## src/rtl/shift_unit_arbiter_if.sv

```systemverilog
// rtl/shift_unit_arbiter_if.sv - request, response and counter bundle for the shared shift unit
interface shift_unit_arbiter_if #(
   parameter int TAG_W = 4,
   parameter int CNT_W = 16
);
   logic             r0_valid;
   logic             r0_ready;
   logic [31:0]      r0_data;
   logic [4:0]       r0_shamt;
   logic             r0_op;
   logic [TAG_W-1:0] r0_tag;

   logic             r1_valid;
   logic             r1_ready;
   logic [31:0]      r1_data;
   logic [4:0]       r1_shamt;
   logic             r1_op;
   logic [TAG_W-1:0] r1_tag;

   logic             rsp0_valid;
   logic             rsp1_valid;
   logic [31:0]      rsp_data;
   logic [TAG_W-1:0] rsp_tag;

   logic [CNT_W-1:0] gnt_cnt0;
   logic [CNT_W-1:0] gnt_cnt1;

   modport master (
      output r0_valid, r0_data, r0_shamt, r0_op, r0_tag,
      output r1_valid, r1_data, r1_shamt, r1_op, r1_tag,
      input  r0_ready, r1_ready,
      input  rsp0_valid, rsp1_valid, rsp_data, rsp_tag,
      input  gnt_cnt0, gnt_cnt1
   );

   modport slave (
      input  r0_valid, r0_data, r0_shamt, r0_op, r0_tag,
      input  r1_valid, r1_data, r1_shamt, r1_op, r1_tag,
      output r0_ready, r1_ready,
      output rsp0_valid, rsp1_valid, rsp_data, rsp_tag,
      output gnt_cnt0, gnt_cnt1
   );
endinterface

```

## src/rtl/shift_unit_arbiter.sv

```systemverilog
// rtl/shift_unit_arbiter.sv - two-requester arbiter over one SLL/SRA datapath; ROUND_ROBIN_EN selects round-robin over fixed priority
module shift_unit_arbiter #(
   parameter int TAG_W = 4,
   parameter int CNT_W = 16
) (
   input logic                 clock,
   input logic                 reset_n,
   shift_unit_arbiter_if.slave bus
);

   logic                    gnt0;
   logic                    gnt1;
   logic                    acc0;
   logic                    acc1;
   logic [31:0]             sel_data;
   logic [4:0]              sel_shamt;
   logic                    sel_op;
   logic [TAG_W-1:0]        sel_tag;
   logic signed [31:0]      sra_res;
   logic [31:0]             shift_res;

`ifdef ROUND_ROBIN_EN
   // last_gnt names the requester that won most recently; reset to 1 so requester 0 wins first
   logic last_gnt;

   // Grant: sole requester wins, contention goes to whoever did not win last
   always_comb begin
      gnt0 = 1'b0;
      gnt1 = 1'b0;
      if (bus.r0_valid && bus.r1_valid) begin
         gnt0 = last_gnt;
         gnt1 = !last_gnt;
      end else begin
         gnt0 = bus.r0_valid;
         gnt1 = bus.r1_valid;
      end
   end

   // Pointer moves only when an operation is actually accepted
   always_ff @(posedge clock or negedge reset_n) begin
      if (!reset_n) begin
         last_gnt <= 1'b1;
      end else if (acc0) begin
         last_gnt <= 1'b0;
      end else if (acc1) begin
         last_gnt <= 1'b1;
      end
   end
`else
   // Grant: requester 0 always wins contention; requester 1 only when 0 is idle
   always_comb begin
      gnt0 = bus.r0_valid;
      gnt1 = bus.r1_valid && !bus.r0_valid;
   end
`endif

   assign bus.r0_ready = gnt0;
   assign bus.r1_ready = gnt1;
   assign acc0         = bus.r0_valid && gnt0;
   assign acc1         = bus.r1_valid && gnt1;

   // Steer the winning requester's operation onto the shared shifter
   always_comb begin
      sel_data  = bus.r0_data;
      sel_shamt = bus.r0_shamt;
      sel_op    = bus.r0_op;
      sel_tag   = bus.r0_tag;
      if (gnt1) begin
         sel_data  = bus.r1_data;
         sel_shamt = bus.r1_shamt;
         sel_op    = bus.r1_op;
         sel_tag   = bus.r1_tag;
      end
   end

   // op 0 = logical left (zero fill), op 1 = arithmetic right (sign fill)
   assign sra_res   = $signed(sel_data) >>> sel_shamt;
   assign shift_res = sel_op ? sra_res : (sel_data << sel_shamt);

   // Register result and tag; response pulse is exactly the cycle after acceptance
   always_ff @(posedge clock or negedge reset_n) begin
      if (!reset_n) begin
         bus.rsp0_valid <= 1'b0;
         bus.rsp1_valid <= 1'b0;
         bus.rsp_data   <= '0;
         bus.rsp_tag    <= '0;
      end else begin
         bus.rsp0_valid <= acc0;
         bus.rsp1_valid <= acc1;
         if (acc0 || acc1) begin
            bus.rsp_data <= shift_res;
            bus.rsp_tag  <= sel_tag;
         end
      end
   end

   // Saturating per-requester acceptance counters
   always_ff @(posedge clock or negedge reset_n) begin
      if (!reset_n) begin
         bus.gnt_cnt0 <= '0;
         bus.gnt_cnt1 <= '0;
      end else begin
         if (acc0 && !(&bus.gnt_cnt0)) begin
            bus.gnt_cnt0 <= bus.gnt_cnt0 + CNT_W'(1);
         end
         if (acc1 && !(&bus.gnt_cnt1)) begin
            bus.gnt_cnt1 <= bus.gnt_cnt1 + CNT_W'(1);
         end
      end
   end

endmodule

```

## src/flat_wrapper.sv

```systemverilog
// flat-port wrapper written by rule: the top's interface ports become plain ports
module shift_unit_arbiter_flat 
#(
   parameter int TAG_W = 4,
   parameter int CNT_W = 16
)
  (clock, reset_n, bus_r0_valid, bus_r0_data, bus_r0_shamt, bus_r0_op, bus_r0_tag, bus_r1_valid, bus_r1_data, bus_r1_shamt, bus_r1_op, bus_r1_tag, bus_r0_ready, bus_r1_ready, bus_rsp0_valid, bus_rsp1_valid, bus_rsp_data, bus_rsp_tag, bus_gnt_cnt0, bus_gnt_cnt1);
  shift_unit_arbiter_if #(.TAG_W(TAG_W), .CNT_W(CNT_W)) bus_i ();
  input logic clock;
  input logic reset_n;
  input wire logic [$bits(bus_i.r0_valid)-1:0] bus_r0_valid;
  input wire logic [$bits(bus_i.r0_data)-1:0] bus_r0_data;
  input wire logic [$bits(bus_i.r0_shamt)-1:0] bus_r0_shamt;
  input wire logic [$bits(bus_i.r0_op)-1:0] bus_r0_op;
  input wire logic [$bits(bus_i.r0_tag)-1:0] bus_r0_tag;
  input wire logic [$bits(bus_i.r1_valid)-1:0] bus_r1_valid;
  input wire logic [$bits(bus_i.r1_data)-1:0] bus_r1_data;
  input wire logic [$bits(bus_i.r1_shamt)-1:0] bus_r1_shamt;
  input wire logic [$bits(bus_i.r1_op)-1:0] bus_r1_op;
  input wire logic [$bits(bus_i.r1_tag)-1:0] bus_r1_tag;
  output wire logic [$bits(bus_i.r0_ready)-1:0] bus_r0_ready;
  output wire logic [$bits(bus_i.r1_ready)-1:0] bus_r1_ready;
  output wire logic [$bits(bus_i.rsp0_valid)-1:0] bus_rsp0_valid;
  output wire logic [$bits(bus_i.rsp1_valid)-1:0] bus_rsp1_valid;
  output wire logic [$bits(bus_i.rsp_data)-1:0] bus_rsp_data;
  output wire logic [$bits(bus_i.rsp_tag)-1:0] bus_rsp_tag;
  output wire logic [$bits(bus_i.gnt_cnt0)-1:0] bus_gnt_cnt0;
  output wire logic [$bits(bus_i.gnt_cnt1)-1:0] bus_gnt_cnt1;
  assign bus_i.r0_valid = bus_r0_valid;
  assign bus_i.r0_data = bus_r0_data;
  assign bus_i.r0_shamt = bus_r0_shamt;
  assign bus_i.r0_op = bus_r0_op;
  assign bus_i.r0_tag = bus_r0_tag;
  assign bus_i.r1_valid = bus_r1_valid;
  assign bus_i.r1_data = bus_r1_data;
  assign bus_i.r1_shamt = bus_r1_shamt;
  assign bus_i.r1_op = bus_r1_op;
  assign bus_i.r1_tag = bus_r1_tag;
  assign bus_r0_ready = bus_i.r0_ready;
  assign bus_r1_ready = bus_i.r1_ready;
  assign bus_rsp0_valid = bus_i.rsp0_valid;
  assign bus_rsp1_valid = bus_i.rsp1_valid;
  assign bus_rsp_data = bus_i.rsp_data;
  assign bus_rsp_tag = bus_i.rsp_tag;
  assign bus_gnt_cnt0 = bus_i.gnt_cnt0;
  assign bus_gnt_cnt1 = bus_i.gnt_cnt1;
  shift_unit_arbiter #(.TAG_W(TAG_W), .CNT_W(CNT_W)) u_core (.clock(clock), .reset_n(reset_n), .bus(bus_i));
endmodule
```

## config.mk

```make
export PLATFORM = sky130hd
export DESIGN_NAME = shift_unit_arbiter_flat
export DESIGN_NICKNAME = d
export VERILOG_FILES = /design/src/rtl/shift_unit_arbiter_if.sv /design/src/rtl/shift_unit_arbiter.sv /design/src/flat_wrapper.sv
export SDC_FILE = /design/constraint.sdc
export NUM_CORES = 1
export LEC_CHECK = 0
export CAP_MARGIN = 20
export CORE_UTILIZATION = 53
export DETAILED_ROUTE_END_ITERATION = 8
export PLACE_DENSITY = 0.83
export SLEW_MARGIN = 5
export SYNTH_ARGS = -nofsm -noshare
export SYNTH_HDL_FRONTEND = slang
export SYNTH_SLANG_ARGS = --single-unit
export TNS_END_PERCENT = 100
```

## constraint.sdc

```tcl
create_clock -name clock -period 2.93 [get_ports clock]
set_clock_uncertainty 0.05 [all_clocks]
set_input_delay 0.586 -clock clock [delete_from_list [all_inputs] [get_ports clock]]
set_output_delay 0.586 -clock clock [all_outputs]
set_load 0.005 [all_outputs]
```

; Word-level counts from Yosys, hierarchy flattened
; Cells that the tools add are included.
[op_classes]
n_mux = 5
n_reduce_logical = 10
n_addsub = 2
shifts = 2
[ops]
columns = operator, n
row1 = $mux W32, 2
row2 = $add A16 B1 Y16 const B, 2
row3 = $reduce_and A16 Y1, 2
row4 = $shl A32 B5 Y32, 1
row5 = $sshr A32 B5 Y32, 1
row6 = $mux W5, 1
row7 = $logic_and A1 B1 Y1, 4
row8 = $mux W4, 1
row9 = $logic_not A1 Y1, 3
row10 = $logic_or A1 B1 Y1, 1
row11 = $mux W1, 1
[totals]
register_bits = 70
in_bits = 88
output_inout_bits = 72

; Longest topological paths before layout
[depth]
ltp_word = 5
depth_mapped = 13

; Least setup slack after synthesis
; No wires, ideal clock.
[synth_timing]
path_kind = input -> register
start = in bus_r0_valid
end = reg u_core.bus.rsp_data[20]
required_time_ns = 2.754
path_buffers = 1
slack_ns = 0.265
path_stages = 7
arrival_ns = 2.489
path_cell_list = nand2b_1 -> buf_6 -> a31o_2 -> or2_1 -> mux4_2 -> a221o_1 -> o32a_1
[synth_between]
elab_chain_len = 5
[synth_lines]
columns = item, line
row1 = "start, declared", flat_wrapper.sv:11  ; input wire logic [$bits(bus_i.r0_valid)-1:0] bus_r0_valid;
row2 = $logic_not A1 Y1, shift_unit_arbiter.sv:53  ; gnt1 = bus.r1_valid && !bus.r0_valid;
row3 = $logic_and A1 B1 Y1, shift_unit_arbiter.sv:53
row4 = $mux W32 / $mux W5 (equally long branches), shift_unit_arbiter.sv:68  ; if (gnt1) begin
row5 = $shl A32 B5 Y32 / $sshr A32 B5 Y32 (equally long branches), "shift_unit_arbiter.sv:78, shift_unit_arbiter.sv:77"
row6 = $mux W32, shift_unit_arbiter.sv:78  ; assign shift_res = sel_op ? sra_res : (sel_data << sel_shamt);
row7 = "end signal, assigned", shift_unit_arbiter.sv:91  ; bus.rsp_data <= shift_res;
row8 = "end, declared", shift_unit_arbiter_if.sv:40  ; output rsp0_valid, rsp1_valid, rsp_data, rsp_tag,
; Parallel ways exist; a longest one is shown, timed or not.
; A chain may end at the register's enable or synchronous reset.

; Final worst setup path
[layout_timing]
start = in bus_r0_shamt[1]
end = reg u_core.bus.rsp_data[1]
[layout_between]
elab_chain_len = 3
[layout_lines]
columns = item, line
row1 = "start, declared", flat_wrapper.sv:13  ; input wire logic [$bits(bus_i.r0_shamt)-1:0] bus_r0_shamt;
row2 = $mux W5 (*), shift_unit_arbiter.sv:68
row3 = $shl A32 B5 Y32 / $sshr A32 B5 Y32 (equally long branches), "shift_unit_arbiter.sv:78, shift_unit_arbiter.sv:77"
row4 = $mux W32 (*), shift_unit_arbiter.sv:78
; Every way passes the cells marked *; elsewhere a longest branch is shown, timed or not.

==> impl_metrics.yaml <==
place:
  finalWeightedCongestion: 1.11
  dp.final_hpwl_um: 28400
  io_buffers: 159
  dp.cells: 1521
setup_path:
  cp_cell_sequence: "clkdlybuf4s50_1 -> buf_4 -> mux2i_4 -> buf_12 -> buf_4 -> nor3_1 -> nor2_1 -> a21oi_1 -> o221ai_1 -> a221o_1"
  r2r_slack_ns: 0.59
  crit_type: "in2reg"
  crit_path_start: "bus_r0_shamt[1]"
  slowest_stage: "clkdlybuf4s50_1"
  cp-end-kind: "flop"
  cpLargestDelayFamily: "buffers and inverters"
  worst-endpoint-required_ns: 3.11
  r2r_end: "u_core.bus.gnt_cnt1[9]"
  path_buf_inv: 4
  max_stage_delay_ns: 0.56
  r2r-start: "u_core.bus.gnt_cnt1[7]"
  cp_common_cell: "buf_4"
  startpoint_type: "input pin"
  worstPathMaxFanout: 22
  arrival_ns: 3.07
  reg2reg_depth: 8
route:
  viasPerCell: 7.15
  drt-total-wl_um: 39700
  post_drt_wl_per_cell_um: 25.8
  first_pass_iters: 8
  drt_iter0_markers: 2184
  vias: 11000
  drc_errors: 0
  ant_nets: 0
global_route:
  grt_pass1_wl_um: 59600
  grt_pass1_vias: 10700
  grtUsageTotal_pct: 54.8
  antenna_found_initial: 2
  grt.overflow.total: 0
  grt_max_degree: 44
yosys:
  synthTopCellsByCount: "nand2_1, nor2_1, dfrtp_1, a21oi_1, o21ai_0"
  yosysMostFrequentCell: "nand2_1"
  synth_flop_cell: "dfrtp_1"
  synth_largest_area_cell: "dfrtp_1"
  synth_area_um2: 7340
  netlist.area_leader.share_pct: 23.9
  seq_area_frac_synth_pct: 23.9
  synth_area_leaders: "dfrtp_1, nand2_1, mux2i_1"
  synth_nets: 1054
  syn_avg_cell_area_um2: 7.62
  synth_edf_count: 0
  syn_inst: 964
  yosys_warnings: 0
  ys_ff_latch: 70
  synth_cell_type_count: 80
  postSynth.asyncResetShare_pct: 100
power_and_ir_drop:
  vdd_drop_max_mv: 0.500
  clock_power_share_pct: 24.4
  p_total_mw: 5.22
  switchingPower_mw: 2.02
  combPwrFrac_pct: 49.9
  leakage_nw: 5.18
  powerDensity_nw_per_um2: 448
  p_int_mw: 3.20
  p_seq_share_pct: 25.7
  swShare_pct: 38.7
timing:
  fin_crit_ns: 2.88
  fmax_ghz: 0.347
  slew_headroom_pct: 54.1
  fin_crit_sh_pct: 98.4
  holdWs_ns: 0.427
  worst_slew_pin_slew_ns: 0.684
  rsz0062_at_grt: "no"
  hold_viol: 0
  drv_slew: 0
  finalSetupViolCount: 0
final_layout:
  drive_above_1_share_pct: 30.2
  syn2layout_area_growth_pct: 58.6
  stdcell_count: 1541
  nets: 1449
cts:
  clockBufferDepth: 2
  clk_pin_slew_worst_paths_ns: 0.07
  tritoncts: "done"
  htree_levels: 3
  cts_buffers: 9
  insertion_delay_ns: 0.36
  clock-root-buffer: "clkbuf_16"
  clock-sinks: 70
floorplanning:
  start_util_pct: 54.8
  rows: 42
  dieArea_um2: 14300
  io_pins: 160
  die_h_um: 120
  fp.coreArea_um2: 13400
  die_w_um: 120
worst_hold_path:
  min_to: "u_core.bus.rsp_data[28]"
  worstHoldStart: "u_core.bus.rsp_data[28]"
  holdPathStages: 2
  min_path_type: "reg2reg"
run:
  cap_violations: 0
status:
  status: "complete, no violations"
[layout by cell type (no fill, tap or decap), types with 6 or more instances in the layout]
cell,count
nand2_1,133
o211ai_1,10
xor2_1,8
a31o_2,13
buf_12,6
nor4bb_1,18
mux2_2,16
a221oi_1,14
and3_1,18
a22oi_1,13
dfrtp_1,70
nand3_1,19
mux2i_2,9
nand4_1,9
inv_1,9
o21ai_0,56
buf_4,295
mux2i_1,35
o221ai_1,10
a311oi_1,6
or2_2,11
nor3_1,28
a31oi_1,26
clkbuf_16,9
or3_1,7
o22ai_1,17
nor2_1,88
a221o_1,7
clkdlybuf4s50_1,152
a211o_1,7
a211oi_1,18
a21oi_1,61
and4b_1,6
nor2b_1,6
o31ai_1,9
xnor2_1,22
[power by group through the flow]
stage	combinational, mW	clock (mW)	sequential [mW]
2_1_floorplan	0.978	0	1.31
3_3_place_gp	2.31	0	1.32
3_5_place_dp	2.37	0	1.33
4_1_cts	2.44	1.26	1.33
5_1_grt	2.68	1.31	1.35
6_report	2.60	1.28	1.34
[per-layer routing]
layer  track usage (%)  wire length [µm]  up-vias
li1                  -                 -     4470
met1              63.3             13300     4919
met2              85.0             17200     1241
met3              17.3              5570      391
met4              40.6              3630        0
met5                 0                 0        -
[worst reg2reg max path, cell delays in order (launching register included)]
cell and delay, ns:
dfrtp_1 0.44, and3_1 0.23, and3_1 0.22, and3_1 0.22, a41oi_1 0.30, nand4_1 0.20
nor2_2 0.25, nand3_1 0.15, xnor2_1 0.16
[final cells by class]
| class | count | area [µm²] |
|---|---|---|
| clock buffer | 9 | 225 |
| timing repair buffer | 465 | 3980 |
| inverter | 10 | 40.0 |
| fill | 703 | 1750 |
| multi-input combinational | 803 | 5320 |
| tap | 176 | 220 |
| sequential | 70 | 1750 |
| clock inverter | 7 | 104 |
| antenna | 1 | 2.50 |
[timing repair]
item / in CTS / in global routing
setup endpoints to repair: 27 / 26
buffers inserted: 1 / 0
endpoints found under the hold margin: 3 / 0
gates cloned: 1 / 0
hold buffers: 1 / 0
gates resized for setup: 17 / 35
pin swaps: 3 / 2
[worst max-delay path by stage]
| stage | slack [ns] | endpoint | cells past startpoint |
|---|---|---|---|
| detailed placement | -0.61 | u_core.bus.rsp_data[22] | 12 |
| finish | 0.05 | u_core.bus.rsp_data[1] | 10 |
| CTS | 0.0006 | u_core.bus.rsp_data[21] | 12 |
| global placement | -0.66 | u_core.bus.rsp_data[26] | 12 |
| global route | 0.05 | u_core.bus.rsp_data[1] | 10 |
| floorplan | 0.27 | u_core.bus.rsp_data[20] | 7 |
[cell families after synthesis]
| logic type | Yosys count | share of synthesized area [%] |
|---|---|---|
| DFF | 70 | 23.9 |
| buffers and inverters | 91 | 6.30 |
| xor gates and xnor gates | 30 | 3.58 |
| adders and majority gates | 2 | 0.341 |
| muxes | 62 | 9.12 |
| and+or+nand+nor | 376 | 25.5 |
| AOI/OAI and AO/OA | 333 | 31.4 |
[flip-flops by register name, summed over array words and instances (netlist names)]
name,cells
u_core.bus.rsp_data,32
u_core.bus.gnt_cnt0,16
u_core.bus.gnt_cnt1,16
u_core.bus.rsp_tag,4
u_core.bus.rsp0_valid,1
u_core.bus.rsp1_valid,1
[per-stage QoR]
step / setup WS [ns] / setup TNS (ns) / utilization (%) / instance area, µm²
finish: 0.0469 / 0 / 86.9 / 11600
global route: 0.0501 / 0 / 86.9 / 11600
CTS: 0.000616 / 0 / 85.9 / 11500
detailed placement: -0.610 / -14.42 / 82.7 / 11100
global placement: -0.661 / -13.50 / 82.7 / 11100
floorplan: 0.265 / 0 / - / 7340
Note: power is estimated with default switching activity, not from simulation.
==> variant: new RTL, same settings <==
`CNT_W` is set to 16 in 3 places; all go to 32.
--- a/src/rtl/shift_unit_arbiter_if.sv
+++ b/src/rtl/shift_unit_arbiter_if.sv
@@ -3,3 +3,3 @@
    parameter int TAG_W = 4,
-   parameter int CNT_W = 16
+   parameter int CNT_W = 32
 );
--- a/src/rtl/shift_unit_arbiter.sv
+++ b/src/rtl/shift_unit_arbiter.sv
@@ -3,3 +3,3 @@
    parameter int TAG_W = 4,
-   parameter int CNT_W = 16
+   parameter int CNT_W = 32
 ) (
--- a/src/flat_wrapper.sv
+++ b/src/flat_wrapper.sv
@@ -4,3 +4,3 @@
    parameter int TAG_W = 4,
-   parameter int CNT_W = 16
+   parameter int CNT_W = 32
 )
Interface: changed (resized bus_gnt_cnt0 and bus_gnt_cnt1); port bits go from 160 to 192. No check against the original RTL was run, so the function may have changed too.
==> variant against the original RTL <==
The run now ends with setup timing left. First-iteration DRC count decreased by 32%. Power up 9.2%. Sequential cell count grew 32. Design area grew 18%. Critical path depth rose by 1. Sequential share of layout area rose by 3.6 points. Worst setup slack got worse by 0.076 ns. Routed wire length increased by 9.0%. Area after synthesis up 24%. Largest power group unchanged.
==> variant: results (changes against the original RTL) <==
| Metric | Value |
|---|---|
| Failing checks | setup timing |
| Post-Syn Nets | 1186 (was 1054) |
| CP startpoint | bus_r1_shamt[1] (was bus_r0_shamt[1]) |
| DR vias/cell | 6.800 (was 7.152) |
| Total track usage | 47.20% (was 54.81%) |
| Routability Congestion | 1.047 (was 1.108) |
| IO Port Bufs | 191 (was 159) |
| Sequential-to-total area share from yosys stat | 28.03% (was 23.85%) |
| H-tree levels | 3 (unchanged) |
| TNS Setup | -0.02881 ns (was 0 ns) |
| Largest net degree at the start of global routing | 103 (was 44) |
| Hold Path Class | in -> async (was reg -> reg) |
| Wirelength per Cell | 24.95 µm (was 25.76 µm) |
| Placed cell areas | 13060 µm² (was 11090 µm²) |
| Initial antenna violation count | 0 (was 2) |
| Leakage Power | 0.005897 µW (was 0.005176 µW) |
| Detailed Route Iter0 Violations | 1489 (was 2184) |
| Ys async rst share | 100.0% (unchanged) |
| Crit path DAT | 3.22 ns (was 3.07 ns) |
| Slew HR | 50.94% (was 54.11%) |
| Worst r2r src | u_core.bus.gnt_cnt1[3]$_DFFE_PN0P_ (was u_core.bus.gnt_cnt1[7]$_DFFE_PN0P_) |
| Synth warn | 0 (unchanged) |
| Final nets | 1599 (was 1449) |
| Ys flop type | dfrtp_1 (unchanged) |
| Vias in the first global route | 11350 (was 10720) |
| GRT met3 Usage | 11.26% (was 17.30%) |
| Final setup viols | 1 (was 0) |
| Clock Pin Slew Worst Setup and Hold Paths | 0.08 ns |
| Outcome | finished, violations left (was finished, final reports clean) |
| CP Max Fanout | 7 (was 22) |
| CTS Buf Count | 9 (unchanged) |
| First-pass GRT wire length | 64500 µm (was 59620 µm) |
| Ranking of synthesized cells by area | dfrtp_1 (28%), nor3_1 (6.9%), nand2_1 (6.8%), xnor2_1 (4.1%), mux2i_1 (3.7%) (was dfrtp_1 (24%), nand2_1 (6.8%), mux2i_1 (5.9%), nor2_1 (4.6%), a21oi_1 (4.3%)) |
| Antenna cells | 0 (was 1) |
| Clk buf depth | 2 (unchanged) |
| Initial Util | 54.53% (was 54.80%) |
| Synth cell types | 91 (was 80) |
| Detailed placement HPWL | 31060 µm (was 28440 µm) |
| Met1 Usage GRT | 56.88% (was 63.34%) |
| Router iterations before antenna repair | 6 (was 8) |
| Worst Slack Setup Final | -0.02881 ns (was 0.04691 ns) |
| Largest regs | u_core.bus.gnt_cnt0 x32, u_core.bus.gnt_cnt1 x32, u_core.bus.rsp_data x32 (was u_core.bus.rsp_data x32, u_core.bus.gnt_cnt0 x16, u_core.bus.gnt_cnt1 x16) |
| Top cells by count, synth | nand2_1 (165), nor3_1 (125), dfrtp_1 (102), nor2_1 (82), a21oi_1 (50) (was nand2_1 (133), nor2_1 (90), dfrtp_1 (70), a21oi_1 (63), o21ai_0 (57)) |
| Met2 usage | 77.72% (was 84.97%) |
| VDD IR-drop max | 0.0005651 V (was 0.0004999 V) |
| Layout cell share with drive strength beyond 1 | 28.40% (was 30.21%) |
[variant: kinds of logic (layout without fill, tap and decap cells)]
group                    after synthesis  count (layout)  synth area share, %
adder cells (fa/ha/maj)                2               2               0.2747
XOR/XNOR                              60              60                5.770
flip-flops                           102             102                28.03
AO/OA/AOI/OAI                        277             277                23.79
AND/OR/NAND/NOR                      506             506                28.20
multiplexers                          60              62                8.435
buffers and inverters                 89             505                5.495
[variant: path summary, 6_finish.rpt]
| check | slack, ns | to | cells after the start |
|---|---|---|---|
| max in group asynchronous | 2.14 | u_core.bus.gnt_cnt1[2]$_DFFE_PN0P_ | 2 |
| hold / removal | 0.18 | u_core.bus.rsp_data[9]$_DFFE_PN0P_ | 2 |
| setup / recovery | -0.03 | u_core.bus.rsp_data[24]$_DFFE_PN0P_ | 11 |
| min in group clock | 0.45 | u_core.bus.gnt_cnt0[29]$_DFFE_PN0P_ | 1 |
| hold reg to reg | 0.45 | u_core.bus.gnt_cnt0[29]$_DFFE_PN0P_ | 1 |
| setup reg to reg | 0.13 | u_core.bus.gnt_cnt1[11]$_DFFE_PN0P_ | 7 |
[variant: final cells by class]
type | instances | area [µm²]
Multi-Input combinational cell | 907 | 6255
Timing Repair Buffer | 473 | 4232
Fill cell | 1050 | 2999
Sequential cell | 102 | 2552
Tap cell | 220 | 275.3
Clock buffer | 9 | 225.2
Clock inverter | 7 | 102.6
Inverter | 16 | 60.06
[variant: timing repair]
action | in CTS | in global routing
pin swaps | 3 | 6
endpoints found under the setup margin | 18 | 29
hold buffers | 0 | 0
buffers inserted | 6 | 3
gates resized for setup | 6 | 25
cloned | 3 | 1
endpoints found under the hold margin | 0 | 0
[variant: per-layer routing]
metal,routed length [µm],vias to the layer above
met4,2895,0
li1,-,4982
met1,15520,5546
met2,19840,1018
met3,5015,246
met5,0,-
[variant: per-stage QoR]
step | total power, µW | std cells | worst slack, ns
2_1_floorplan | 2796 | 1096 | 0.4090
3_3_place_gp | 4114 | 1705 | -0.5308
3_5_place_dp | 4167 | 1705 | -0.5424
4_1_cts | 5536 | 1730 | 0.00006262
5_1_grt | 5858 | 1734 | -0.06097
6_report | 5698 | 1734 | -0.02881
[variant: power breakdown]
| group | internal (µW) | total (µW) | switching (µW) | leakage [µW] |
|---|---|---|---|---|
| clock network | 696 | 1340 | 648 | 0.000160 |
| registers | 1570 | 1770 | 196 | 0.00132 |
| logic | 1290 | 2580 | 1290 | 0.00442 |
[variant: worst max-delay path: stages]
cell	delay [ns]
clkdlybuf4s50_1	0.43
buf_4	0.18
and4bb_4	0.21
a31oi_4	0.30
buf_4	0.18
buf_4	0.15
nor3_1	0.06
nor4_1	0.52
a221oi_1	0.28
o2111ai_1	0.18
o21a_1	0.15
